`src/rtl/cpu_types_pkg.sv`:
```
// Shared CPU types: word, RAM status and arbiter state encodings.
package cpu_types_pkg;

  typedef logic [31:0] word_t;

  typedef enum logic [1:0] {FREE, BUSY, ACCESS, ERROR} ramstate_t;

  typedef enum logic [1:0] {ARB_IDLE, ARB_IGNT, ARB_DGNT} arbstate_t;

  // Consecutive data grants allowed while an instruction fetch waits.
  parameter int unsigned DSTREAK_MAX_DEFAULT = 4;

endpackage

```
`src/rtl/ram_arbiter.sv`:
```
// Grants the single-ported RAM to the data or instruction channel, holding each grant
// until ACCESS; data wins ties unless the instruction channel has waited DSTREAK_MAX grants.
module ram_arbiter
  import cpu_types_pkg::*;
#(
  parameter int unsigned DSTREAK_MAX = DSTREAK_MAX_DEFAULT
) (
  input  logic      CLK,
  input  logic      nRST,
  input  logic      iREN,
  input  word_t     iaddr,
  output logic      iwait,
  output word_t     iload,
  input  logic      dREN,
  input  logic      dWEN,
  input  word_t     daddr,
  input  word_t     dstore,
  output logic      dwait,
  output word_t     dload,
  output logic      ramREN,
  output logic      ramWEN,
  output word_t     ramaddr,
  output word_t     ramstore,
  input  word_t     ramload,
  input  ramstate_t ramstate
);

  localparam int unsigned SW = $clog2(DSTREAK_MAX + 1);
  localparam logic [SW-1:0] StreakMax = SW'(DSTREAK_MAX);

  arbstate_t     state_q, state_d;
  logic [SW-1:0] dstreak_q, dstreak_d;
  logic          dreq;

  assign dreq  = dREN | dWEN;
  assign iload = ramload;
  assign dload = ramload;

  always_ff @(posedge CLK or negedge nRST) begin
    if (!nRST) begin
      state_q   <= ARB_IDLE;
      dstreak_q <= '0;
    end else begin
      state_q   <= state_d;
      dstreak_q <= dstreak_d;
    end
  end

  always_comb begin
    state_d   = state_q;
    dstreak_d = dstreak_q;
    ramREN    = 1'b0;
    ramWEN    = 1'b0;
    ramaddr   = '0;
    ramstore  = '0;
    iwait     = 1'b1;
    dwait     = 1'b1;
    unique case (state_q)
      ARB_IDLE: begin
        if (!iREN) dstreak_d = '0;
        if (dreq && (dstreak_q < StreakMax || !iREN)) begin
          state_d = ARB_DGNT;
        end else if (iREN) begin
          state_d = ARB_IGNT;
        end
      end
      ARB_DGNT: begin
        // A simultaneous read and write is illegal; the write takes the bus.
        ramREN   = dREN & ~dWEN;
        ramWEN   = dWEN;
        ramaddr  = daddr;
        ramstore = dstore;
        if (ramstate == ACCESS) begin
          dwait   = 1'b0;
          state_d = ARB_IDLE;
          if (iREN && dstreak_q < StreakMax) dstreak_d = dstreak_q + 1'b1;
        end else if (ramstate == ERROR || !dreq) begin
          state_d = ARB_IDLE;
        end
      end
      ARB_IGNT: begin
        ramREN  = 1'b1;
        ramaddr = iaddr;
        if (ramstate == ACCESS) begin
          iwait     = 1'b0;
          state_d   = ARB_IDLE;
          dstreak_d = '0;
        end else if (ramstate == ERROR || !iREN) begin
          state_d = ARB_IDLE;
        end
      end
      default: state_d = ARB_IDLE;
    endcase
  end

endmodule

```
`config.mk`:
```
export PLATFORM = sky130hd
export DESIGN_NAME = ram_arbiter
export DESIGN_NICKNAME = d
export VERILOG_FILES = /design/src/rtl/cpu_types_pkg.sv /design/src/rtl/ram_arbiter.sv
export SDC_FILE = /design/constraint.sdc
export NUM_CORES = 1
export LEC_CHECK = 0
export CAP_MARGIN = 20
export CELL_PAD_IN_SITES_DETAIL_PLACEMENT = 1
export CELL_PAD_IN_SITES_GLOBAL_PLACEMENT = 1
export CORE_ASPECT_RATIO = 0.9
export CORE_UTILIZATION = 12
export CTS_CLUSTER_SIZE = 28
export DETAILED_ROUTE_END_ITERATION = 16
export PLACE_DENSITY_LB_ADDON = 0.1
export SLEW_MARGIN = 15
export SYNTH_ARGS = -nofsm -noshare
export SYNTH_HDL_FRONTEND = slang
export SYNTH_SLANG_ARGS = --single-unit
```
`constraint.sdc`:
```
create_clock -name CLK -period 1.85 [get_ports CLK]
set_clock_uncertainty 0.2 [all_clocks]
set_input_delay 0.37 -clock CLK [delete_from_list [all_inputs] [get_ports CLK]]
set_output_delay 0.37 -clock CLK [all_outputs]
set_load 0.02 [all_outputs]
```
==> impl_metrics.env, run 1 <==
export IMPL_io_buffers=170
export IMPL_hold_ws_ns=0.1731
export IMPL_start_util_pct=12.37
export IMPL_end_kind="output pin"
export IMPL_max_vdd_ir_drop_uv=590.6
export IMPL_seq_area_frac_synth_pct=7.911
export IMPL_grt_max_degree=25
export IMPL_gr_usage_all_layers_pct=10.97
export IMPL_netlist_area_leader_share_pct=30.38
export IMPL_slew_viol_final=0
export IMPL_layout_common_cells="clkdlybuf4s50_1, buf_6, a22oi_2, and2_4, buf_4"
export IMPL_violations="setup timing"
export IMPL_setup_violations=73
export IMPL_ant_nets=0
export IMPL_clockBufferDepth=2
export IMPL_insertion_delay_ns=0.23
export IMPL_required_ns=1.28
export IMPL_core_area_um2=12780
export IMPL_finalHoldViolCount=0
export IMPL_ys_ff_latch=5
export IMPL_r2r_setup_slack_ns=-0.23
export IMPL_powerDensity_nw_per_um2=1254
export IMPL_outcome="finished, violations left"
export IMPL_grt_pass1_vias=2177
export IMPL_r2r_start="state_q[0]"
export IMPL_antenna_found_initial=0
export IMPL_yosysUniqueCellTypes=23
export IMPL_cp_max_fo=6
export IMPL_r2r_end="dstreak_q[0]"
export IMPL_path_delay_family="buffers and inverters"
export IMPL_finalCriticalPeriod_ns=2.180
export IMPL_nets=500
export IMPL_avgSynthCellArea_um2=7.255
export IMPL_dieArea_um2=13640
export IMPL_crit_chain="ha_4 > buf_12 > buf_8 > buf_12 > a22oi_2 > nor2b_2 > buf_6"
export IMPL_synth_area_um2=1582
export IMPL_drtIter0Drc=49
export IMPL_wl_um=8496
export IMPL_cts_hold_buf=0
export IMPL_cts_root_buf="clkbuf_16"
export IMPL_rows=39
export IMPL_clk_pin_slew_ns=0.03
export IMPL_path_buf_inv=4
export IMPL_worst_pin_slew_ns=0.3460
export IMPL_dieWidth_um=123.0
export IMPL_synth_area_leaders="buf_4, a22oi_1, and2_1, nor2b_1, dfrtp_1"
export IMPL_syn_nets=357
export IMPL_postSynth_asyncResetShare_pct=100.0
export IMPL_cts_tree="yes"
export IMPL_cp_common_cell="buf_12"
export IMPL_syn_to_final_growth_pct=166.1
export IMPL_grt_first_pass_wirelength_um=11580
export IMPL_drv_cap=0
export IMPL_die_y_um=110.9
export IMPL_min_path_type="in2async"
export IMPL_maxSlewHeadroom_pct=76.89
export IMPL_vias_per_cell=3.937
export IMPL_antennaDiodeCount=0
export IMPL_period_share_pct=117.9
export IMPL_rsz0062_at_grt="true"
export IMPL_crit_slowest_cell="dfrtp_2"
export IMPL_synth_edf_count=0
export IMPL_pin_count=267
export IMPL_vias=2063
export IMPL_fin_ws_ns=-0.3303
export IMPL_cp_data_arrival_time_ns=1.61
export IMPL_leakage_nw=1.737
export IMPL_start_kind="flop"
export IMPL_drtPass1Iterations=3
export IMPL_synth_area_leader_cell="buf_4"
export IMPL_criticalPathCategory="reg2out"
export IMPL_htreeDepth=1
export IMPL_max_clock_freq_mhz=458.7
export IMPL_r2r_cells=8
export IMPL_synth_ff_type="dfrtp_1"
export IMPL_ys_warn_count=0
export IMPL_routabilityCongestion=0.6613
export IMPL_cts_buffers=3
export IMPL_grt_overflow_total=0
export IMPL_layout_drive_gt1_share_pct=62.78
export IMPL_wl_per_cell_um=16.21
export IMPL_hpwl_um=5614
export IMPL_clock_sinks=5
export IMPL_p_total_w=0.005278
export IMPL_synth_cells=218
export IMPL_layout_commonest_cell="clkdlybuf4s50_1"
export IMPL_drc=0
export IMPL_cp_slowest_stage_delay_ns=0.43
-- how the worst max path moves through the flow --
stage          startpoint           to  slack, ns  cells past startpoint
2_1_floorplan  state_q[0]  ramaddr[10]      -0.07                      6
3_3_place_gp         dREN       ramREN      -0.51                      5
3_5_place_dp         dREN       ramREN      -0.52                      5
4_1_cts        state_q[1]  ramaddr[10]      -0.33                      7
5_1_grt        state_q[1]  ramaddr[30]      -0.38                      7
6_report       state_q[1]  ramaddr[30]      -0.33                      7
-- layer usage --
| metal | up-vias | wire length [µm] | global-route usage, % |
|---|---|---|---|
| li1 | 953 | - | - |
| met1 | 958 | 3142 | 11.44 |
| met2 | 122 | 4036 | 19.70 |
| met3 | 30 | 1084 | 3.807 |
| met4 | 0 | 233 | 4.498 |
| met5 | - | 0 | 0 |
-- synth_stat cells, types with 2 or more instances --
cell type	n
buf_4	64
o21ai_0	4
buf_2	8
a22o_1	2
ha_1	4
a21oi_1	2
clkbuf_1	6
dfrtp_1	5
nor3_2	2
nor2b_1	33
inv_1	4
nand2_1	6
nor2_1	2
a22oi_1	32
o21a_1	2
nand2b_1	3
and2_1	33
-- report_power, final --
part | switching (W) | internal (W) | total (W) | leakage [nW]
sequential | 0.0000254 | 0.000133 | 0.000159 | 0.0663
clock | 0.0000771 | 0.000286 | 0.000363 | 0.0382
combinational | 0.00196 | 0.00280 | 0.00476 | 1.63
total | 0.00206 | 0.00322 | 0.00528 | 1.74
-- worst register-to-register path, delay by kind of cell (launching register included) --
| kind | cells | cell delay (ns) |
|---|---|---|
| buf+inv | 4 | 0.55 |
| flops | 1 | 0.39 |
| compound gates | 1 | 0.26 |
| mux | 1 | 0.26 |
| fa+ha+maj | 1 | 0.19 |
| simple gates | 1 | 0.11 |
-- layout make-up --
cell class                 instances  area [µm²]
inverter                           4       15.01
fill                            1436        8577
multi-input combinational        130        1336
sequential                         5       126.4
tap                              164       205.2
clock buffer                       4       78.83
timing repair buffer             217        2446
-- metrics by stage --
step	std cells	setup WS, ns	util [%]	area [µm²]	setup TNS (ns)
3_5_place_dp	492	-0.5178	25.18	3219	-31.31
6_report	524	-0.3303	32.91	4208	-15.88
3_3_place_gp	492	-0.5104	25.18	3219	-30.22
2_1_floorplan	218	-0.06911	-	1687	-1.382
4_1_cts	514	-0.3289	29.76	3805	-14.73
5_1_grt	524	-0.3781	32.91	4208	-19.78
-- kinds of logic after synthesis --
kind of cell             synth area share [%]
flip-flops                              7.911
AND/OR/NAND/NOR                         30.78
buffers and inverters                   36.00
multiplexers                           0.9491
AO/OA/AOI/OAI                           21.20
adder cells (fa/ha/maj)                 3.165
-- registers in the layout, summed over array words and instances, names as in the netlist --
| signal | cells |
|---|---|
| state_q | 2 |
| dstreak_q | 3 |
-- repair_timing --
action,CTS,global route
cloned,3,8
pin swaps,14,10
setup buffers,15,2
gates resized for setup,441,74
setup endpoints to repair,73,73
Power figures use the tool's default switching activity.
==> inputs of run 2 (changes only) <==
--- a/config.mk
+++ b/config.mk
@@ -5,11 +5,11 @@
 export SDC_FILE = /design/constraint.sdc
 export NUM_CORES = 1
 export LEC_CHECK = 0
-export CAP_MARGIN = 20
 export CELL_PAD_IN_SITES_DETAIL_PLACEMENT = 1
 export CELL_PAD_IN_SITES_GLOBAL_PLACEMENT = 1
 export CORE_ASPECT_RATIO = 0.9
 export CORE_UTILIZATION = 12
+export CTS_CLUSTER_DIAMETER = 40
 export CTS_CLUSTER_SIZE = 28
 export DETAILED_ROUTE_END_ITERATION = 16
 export PLACE_DENSITY_LB_ADDON = 0.1
==> results of run 2 <==
Final layout, timing and power as in run 1 (identical DEF).
